[config.mk]
export PLATFORM = sky130hd
export DESIGN_NAME = alu_arbiter
export DESIGN_NICKNAME = d
export VERILOG_FILES = /design/src/rtl/alu_pkg.sv /design/src/rtl/alu_core.sv /design/src/rtl/rr_arbiter.sv /design/src/rtl/alu_arbiter.sv
export SDC_FILE = /design/constraint.sdc
export NUM_CORES = 1
export LEC_CHECK = 0
export CORE_ASPECT_RATIO = 0.75
export CORE_UTILIZATION = 38
export DETAILED_ROUTE_END_ITERATION = 7
export PLACE_DENSITY = 0.72
export SYNTH_ARGS = -nofsm -noshare
export SYNTH_HDL_FRONTEND = slang
export SYNTH_SLANG_ARGS = --single-unit
[constraint.sdc]
create_clock -name clk -period 6.6 [get_ports clk]
set_clock_uncertainty 0.15 [all_clocks]
set_input_delay 0.99 -clock clk [delete_from_list [all_inputs] [get_ports clk]]
set_output_delay 0.99 -clock clk [all_outputs]
set_load 0.03 [all_outputs]
[src/rtl/alu_pkg.sv]
// alu_pkg: shared types for the arbitrated ALU slice
package alu_pkg;

    typedef enum logic [1:0] {
        OP_ADD = 2'd0,
        OP_SUB = 2'd1,
        OP_AND = 2'd2,
        OP_OR  = 2'd3
    } op_code_t;

    typedef struct packed {
        logic z;
        logic n;
        logic ov;
        logic c;
    } alu_flags_t;

    typedef enum logic [0:0] {
        ST_EMPTY = 1'b0,
        ST_FULL  = 1'b1
    } slot_state_t;

endpackage

[src/rtl/alu_core.sv]
// alu_core: shared N-bit ADD/SUB/AND/OR datapath with Z/N/V/C flags
module alu_core
    import alu_pkg::*;
#(
    parameter int N = 4
) (
    input  logic [N-1:0] i_a,
    input  logic [N-1:0] i_b,
    input  op_code_t     i_op,
    output logic [N-1:0] o_r,
    output alu_flags_t   o_flags
);
    logic [N:0] w_sum;
    logic [N:0] w_dif;

    assign w_sum = {1'b0, i_a} + {1'b0, i_b};
    assign w_dif = {1'b0, i_a} - {1'b0, i_b};

    // select result and derive flags; bit N of the difference is the borrow
    always_comb begin
        o_flags = '0;
        o_r = (i_op == OP_ADD) ? w_sum[N-1:0] :
              (i_op == OP_SUB) ? w_dif[N-1:0] :
              (i_op == OP_AND) ? (i_a & i_b) : (i_a | i_b);
        o_flags.c = (i_op == OP_ADD) ? w_sum[N] :
                    (i_op == OP_SUB) ? w_dif[N] : 1'b0;
        o_flags.ov = (i_op == OP_ADD) ? ((i_a[N-1] == i_b[N-1]) && (o_r[N-1] != i_a[N-1])) :
                     (i_op == OP_SUB) ? ((i_a[N-1] != i_b[N-1]) && (o_r[N-1] != i_a[N-1])) : 1'b0;
        o_flags.z = (o_r == '0);
        o_flags.n = o_r[N-1];
    end
endmodule

[src/rtl/rr_arbiter.sv]
// rr_arbiter: combinational round-robin pick starting at the pointer position
module rr_arbiter #(
    parameter int NREQ = 4,
    parameter int IDW  = $clog2(NREQ)
) (
    input  logic [NREQ-1:0] i_req,
    input  logic [IDW-1:0]  i_ptr,
    input  logic            i_en,
    output logic [NREQ-1:0] o_gnt,
    output logic [IDW-1:0]  o_idx,
    output logic            o_found
);
    // scan from the farthest offset back to ptr so the nearest requester wins
    always_comb begin
        o_idx = '0;
        o_found = 1'b0;
        for (int k = NREQ - 1; k >= 0; k--) begin
            if (i_req[(int'(i_ptr) + k) % NREQ]) begin
                o_idx = IDW'((int'(i_ptr) + k) % NREQ);
                o_found = 1'b1;
            end
        end
        o_gnt = (i_en && o_found) ? ({{(NREQ-1){1'b0}}, 1'b1} << o_idx) : '0;
    end
endmodule

[src/rtl/alu_arbiter.sv]
// alu_arbiter: round-robin shared ALU with a single-entry registered response slot
module alu_arbiter
    import alu_pkg::*;
#(
    parameter int N    = 4,
    parameter int NREQ = 4
) (
    input  logic                       clk,
    input  logic                       rst_n,
    input  logic [NREQ-1:0]            req_valid,
    output logic [NREQ-1:0]            req_ready,
    input  logic [NREQ-1:0][N-1:0]     req_a,
    input  logic [NREQ-1:0][N-1:0]     req_b,
    input  logic [NREQ-1:0][1:0]       req_op,
    output logic                       rsp_valid,
    input  logic                       rsp_ready,
    output logic [$clog2(NREQ)-1:0]    rsp_id,
    output logic [N-1:0]               rsp_rslt,
    output logic                       rsp_z,
    output logic                       rsp_n,
    output logic                       rsp_ov,
    output logic                       rsp_c
);
    localparam int IDW = $clog2(NREQ);

    slot_state_t      r_state;
    logic [IDW-1:0]   r_ptr;
    logic [IDW-1:0]   r_id;
    logic [N-1:0]     r_rslt;
    alu_flags_t       r_flags;

    logic             w_free;
    logic             w_en;
    logic             w_found;
    logic             w_acc;
    logic [IDW-1:0]   w_idx;
    logic [N-1:0]     w_r;
    alu_flags_t       w_flags;

    // slot can take a new op when empty or being drained; nothing is granted while in reset
    assign w_free = (r_state == ST_EMPTY) | rsp_ready;
    assign w_en   = w_free & rst_n;
    assign w_acc  = w_en & w_found;

    rr_arbiter #(.NREQ(NREQ), .IDW(IDW)) u_rr (
        .i_req   (req_valid),
        .i_ptr   (r_ptr),
        .i_en    (w_en),
        .o_gnt   (req_ready),
        .o_idx   (w_idx),
        .o_found (w_found)
    );

    alu_core #(.N(N)) u_alu (
        .i_a     (req_a[w_idx]),
        .i_b     (req_b[w_idx]),
        .i_op    (op_code_t'(req_op[w_idx])),
        .o_r     (w_r),
        .o_flags (w_flags)
    );

    // slot FSM, round-robin pointer and response capture
    always_ff @(posedge clk or negedge rst_n) begin
        if (!rst_n) begin
            r_state <= ST_EMPTY;
            r_ptr   <= '0;
            r_id    <= '0;
            r_rslt  <= '0;
            r_flags <= '0;
        end else if (w_acc) begin
            r_state <= ST_FULL;
            r_ptr   <= (w_idx == IDW'(NREQ - 1)) ? '0 : w_idx + 1'b1;
            r_id    <= w_idx;
            r_rslt  <= w_r;
            r_flags <= w_flags;
        end else if (rsp_ready) begin
            r_state <= ST_EMPTY;
        end
    end

    assign rsp_valid = (r_state == ST_FULL);
    assign rsp_id    = r_id;
    assign rsp_rslt  = r_rslt;
    assign rsp_z     = r_flags.z;
    assign rsp_n     = r_flags.n;
    assign rsp_ov    = r_flags.ov;
    assign rsp_c     = r_flags.c;
endmodule

==> key figures <==
Placed design
  – Routability cong.: 0.7395
  – Post-DP Area: 2140 um2
  – Placed cell count: 283
  – IO buf count: 61
  – Post-DP HPWL: 2.859 mm

Worst setup path
  – Crit Path Class: in2out
  – Critical path origin: req_valid[1]
  – Crit path DAT: 3.53 ns
  – Crit. End Element: output pin
  – Required time of the critical path: 5.46 ns
  – CP max FO: 23
  – CP startpoint kind: input pin
  – R2r endpoint: rsp_z
  – R2r worst-path depth: 14
  – Critical R2R Launch: r_ptr[0]
  – Flop2flop setup slack: 3.01 ns

Timing
  – Setup violations, final: 0
  – Final Hold Fails: 0
  – Max-Slew Margin vs Limit: 0.3977
  – TNS Setup: 0 ns
  – Max Clk Rate: 0.2143 GHz
  – Worst Max-Slew Pin Slew: 0.8859 ns
  – Post-layout min period: 4.666 ns
  – Fin crit share: 0.7070
  – RSZ-0062 raised after global routing: no
  – Slew Limit Fails: 0

CTS
  – Post-CTS Resized: 0
  – Max clock buf depth: 2
  – Num CTS Buffers: 3
  – CTS H-tree lvls: 1
  – Clock Latency Late Sink: 0.24 ns
  – Clk pin slew, worst setup/hold paths: 0.05 ns
  – Hold_buf cts: 0
  – Root Buffer: clkbuf_8
  – CTS tree: built
  – Post-CTS setup buffers: 0
  – CTS Sinks: 12

Logic synthesis
  – Main flop type after synthesis: dfrtp_1
  – Post-synth ARST share: 1.000
  – Register bit total from synthesis: 12
  – Cell Area, Synth: 1514 um2
  – Cells after Synth: 177
  – Number of enable flip-flop cells after synthesis: 0
  – Post-Synthesis Net Count: 242
  – Unique cell type count in the Yosys netlist: 41
  – Register area share after synthesis: 0.1983
  – Synth warnings: 0
  – Avg Cell Area, Syn: 8.553 um2

Detailed routing
  – Vias/cell: 4.791
  – Post-DR wirelength/cell: 11.93 um
  – Drt total wl: 3.423 mm
  – Post-route DRC: 0
  – ANT nets after route: 0
  – 1st-iter DRT viols: 57
  – First-pass DRT Iterations: 4
  – Via count: 1,375

Worst hold path
  – Hold Crit Endpoint: rsp_rslt[2]
  – Hold Path Class: reg2reg
  – Worst Hold Launch: rsp_rslt[2]
  – WHS Path Cells: 2

Pwr
  – Total power: 0.0008249 W
  – Maximum vdd drop: 0.1449 mV
  – PD cells: 375.9 nW/um2
  – Leak Pwr: 1.017 nW

Floorplan
  – IO Pins: 62
  – Die height: 56.67 um
  – Initial Util: 0.4056
  – # rows: 19
  – Die area: 4243 um2
  – Die span in x: 74.89 um
  – Core ar.: 3732 um2

Global routing
  – Gr usage total: 0.1806
  – Initial antenna violation count: 0
  – Pin count of the biggest net entering global routing: 24
  – Vias in the first global route: 1,304
  – GR Overflow Total: 0
  – First-pass GRT wire length: 5.961 mm

Finish
  – Total of fill cells in the finished design: 339
  – Non-Filler Instances: 287
  – # diodes: 0
  – Share of cells above drive strength 1: 0.07660
  – Synth-to-Final Area Change: 44.96%
  – Final Util: 0.5880
  – Final Cell Area: 2195 um2
  – # nets final: 301

Run status
  – Status: complete, no violations

Flow run
  – Max-cap violations: 0
[synth_stat cells (3+ instances only)]
cell type / number / area, um2
and2_1: 11 / 68.82
nor2_1: 9 / 33.78
xnor2_1: 3 / 26.28
nand2_1: 27 / 101.4
dfrtp_1: 12 / 300.3
mux2_2: 3 / 33.78
a21oi_1: 8 / 40.04
inv_1: 14 / 52.55
o21ai_0: 7 / 35.03
nand2b_1: 3 / 18.77
mux2i_1: 28 / 280.3
ha_1: 17 / 212.7
[how the worst max path moves through the flow]
| stage | slack [ns] | cells after the start | to |
|---|---|---|---|
| 5_1_grt | 1.74 | 8 | req_ready[0] |
| 3_5_place_dp | 1.93 | 15 | rsp_z |
| 3_3_place_gp | 1.95 | 8 | req_ready[2] |
| 2_1_floorplan | 2.77 | 16 | rsp_z |
| 4_1_cts | 1.91 | 8 | req_ready[0] |
| 6_report | 1.93 | 7 | req_ready[3] |
[logic make-up (layout without fill, tap and decap cells)]
group	Yosys count	after routing	share of synthesized area
AO/OA/AOI/OAI	30	30	0.1347
multiplexers	33	33	0.2314
buffers and inverters	23	81	0.07437
XOR/XNOR	4	4	0.02314
AND/OR/NAND/NOR	57	57	0.1843
flip-flops	12	12	0.1983
adder cells (fa/ha/maj)	18	18	0.1537
[area by class of cell]
cell class	instances	area (um2)	area share
Timing Repair Buffer	61	610.6	0.2782
Clock buffer	4	55.05	0.02509
Tap cell	52	65.06	0.02965
Sequential cell	12	300.3	0.1368
Inverter	16	62.56	0.02851
Multi-Input combinational cell	142	1101	0.5017
[critical path: stages]
cell and delay (ns):
clkdlybuf4s50_1 0.51, inv_1 0.09, a21boi_0 0.20, o221a_2 0.68
ha_1 0.25, and2_1 0.12, clkdlybuf4s50_1 0.67
[registers in the layout (all words and copies together) (netlist names)]
signal	cells
rsp_valid	1
rsp_z	1
rsp_rslt	4
r_ptr	2
rsp_id	2
rsp_ov	1
rsp_c	1
[per-stage QoR]
step / hold slack, ns / setup WS, ns
after floorplan: 0.3502 / 2.768
after global routing: 0.3597 / 1.743
after detailed placement: 0.3261 / 1.928
final: 0.3344 / 1.934
after CTS: 0.3396 / 1.915
after global placement: 0.3163 / 1.949
[cell usage in the layout, fill, tap and decap left out, drive strengths merged, types with 2 or more instances in the layout]
| cell type | synthesis | layout |
|---|---|---|
| nor2b | 2 | 2 |
| and2 | 11 | 11 |
| dfrtp | 12 | 12 |
| ha | 17 | 17 |
| mux2i | 30 | 30 |
| clkbuf | 1 | 4 |
| inv | 15 | 15 |
| nor2 | 10 | 10 |
| and2b | 2 | 2 |
| xnor2 | 3 | 3 |
| nand2 | 27 | 27 |
| clkdlybuf4s50 | 0 | 61 |
| or2 | 2 | 2 |
| o21ai | 9 | 9 |
| mux2 | 3 | 3 |
| o31ai | 2 | 2 |
| a21oi | 8 | 8 |
| nand2b | 3 | 3 |
[per-layer routing]
layer / vias to the layer above / share of wire / GRT usage
met5: - / 0 / 0
met4: 0 / 0.0023 / 0.01617
met3: 2 / 0.073 / 0.05206
met2: 48 / 0.39 / 0.2613
met1: 608 / 0.54 / 0.2724
li1: 717 / - / -
[where the power goes]
part           internal, W  total [W]  switching, W
clock network    0.0000528  0.0000810     0.0000282
registers         0.000100   0.000118     0.0000178
logic             0.000291   0.000626      0.000335
total             0.000444   0.000825      0.000381
(Power assumes the default switching activity.)
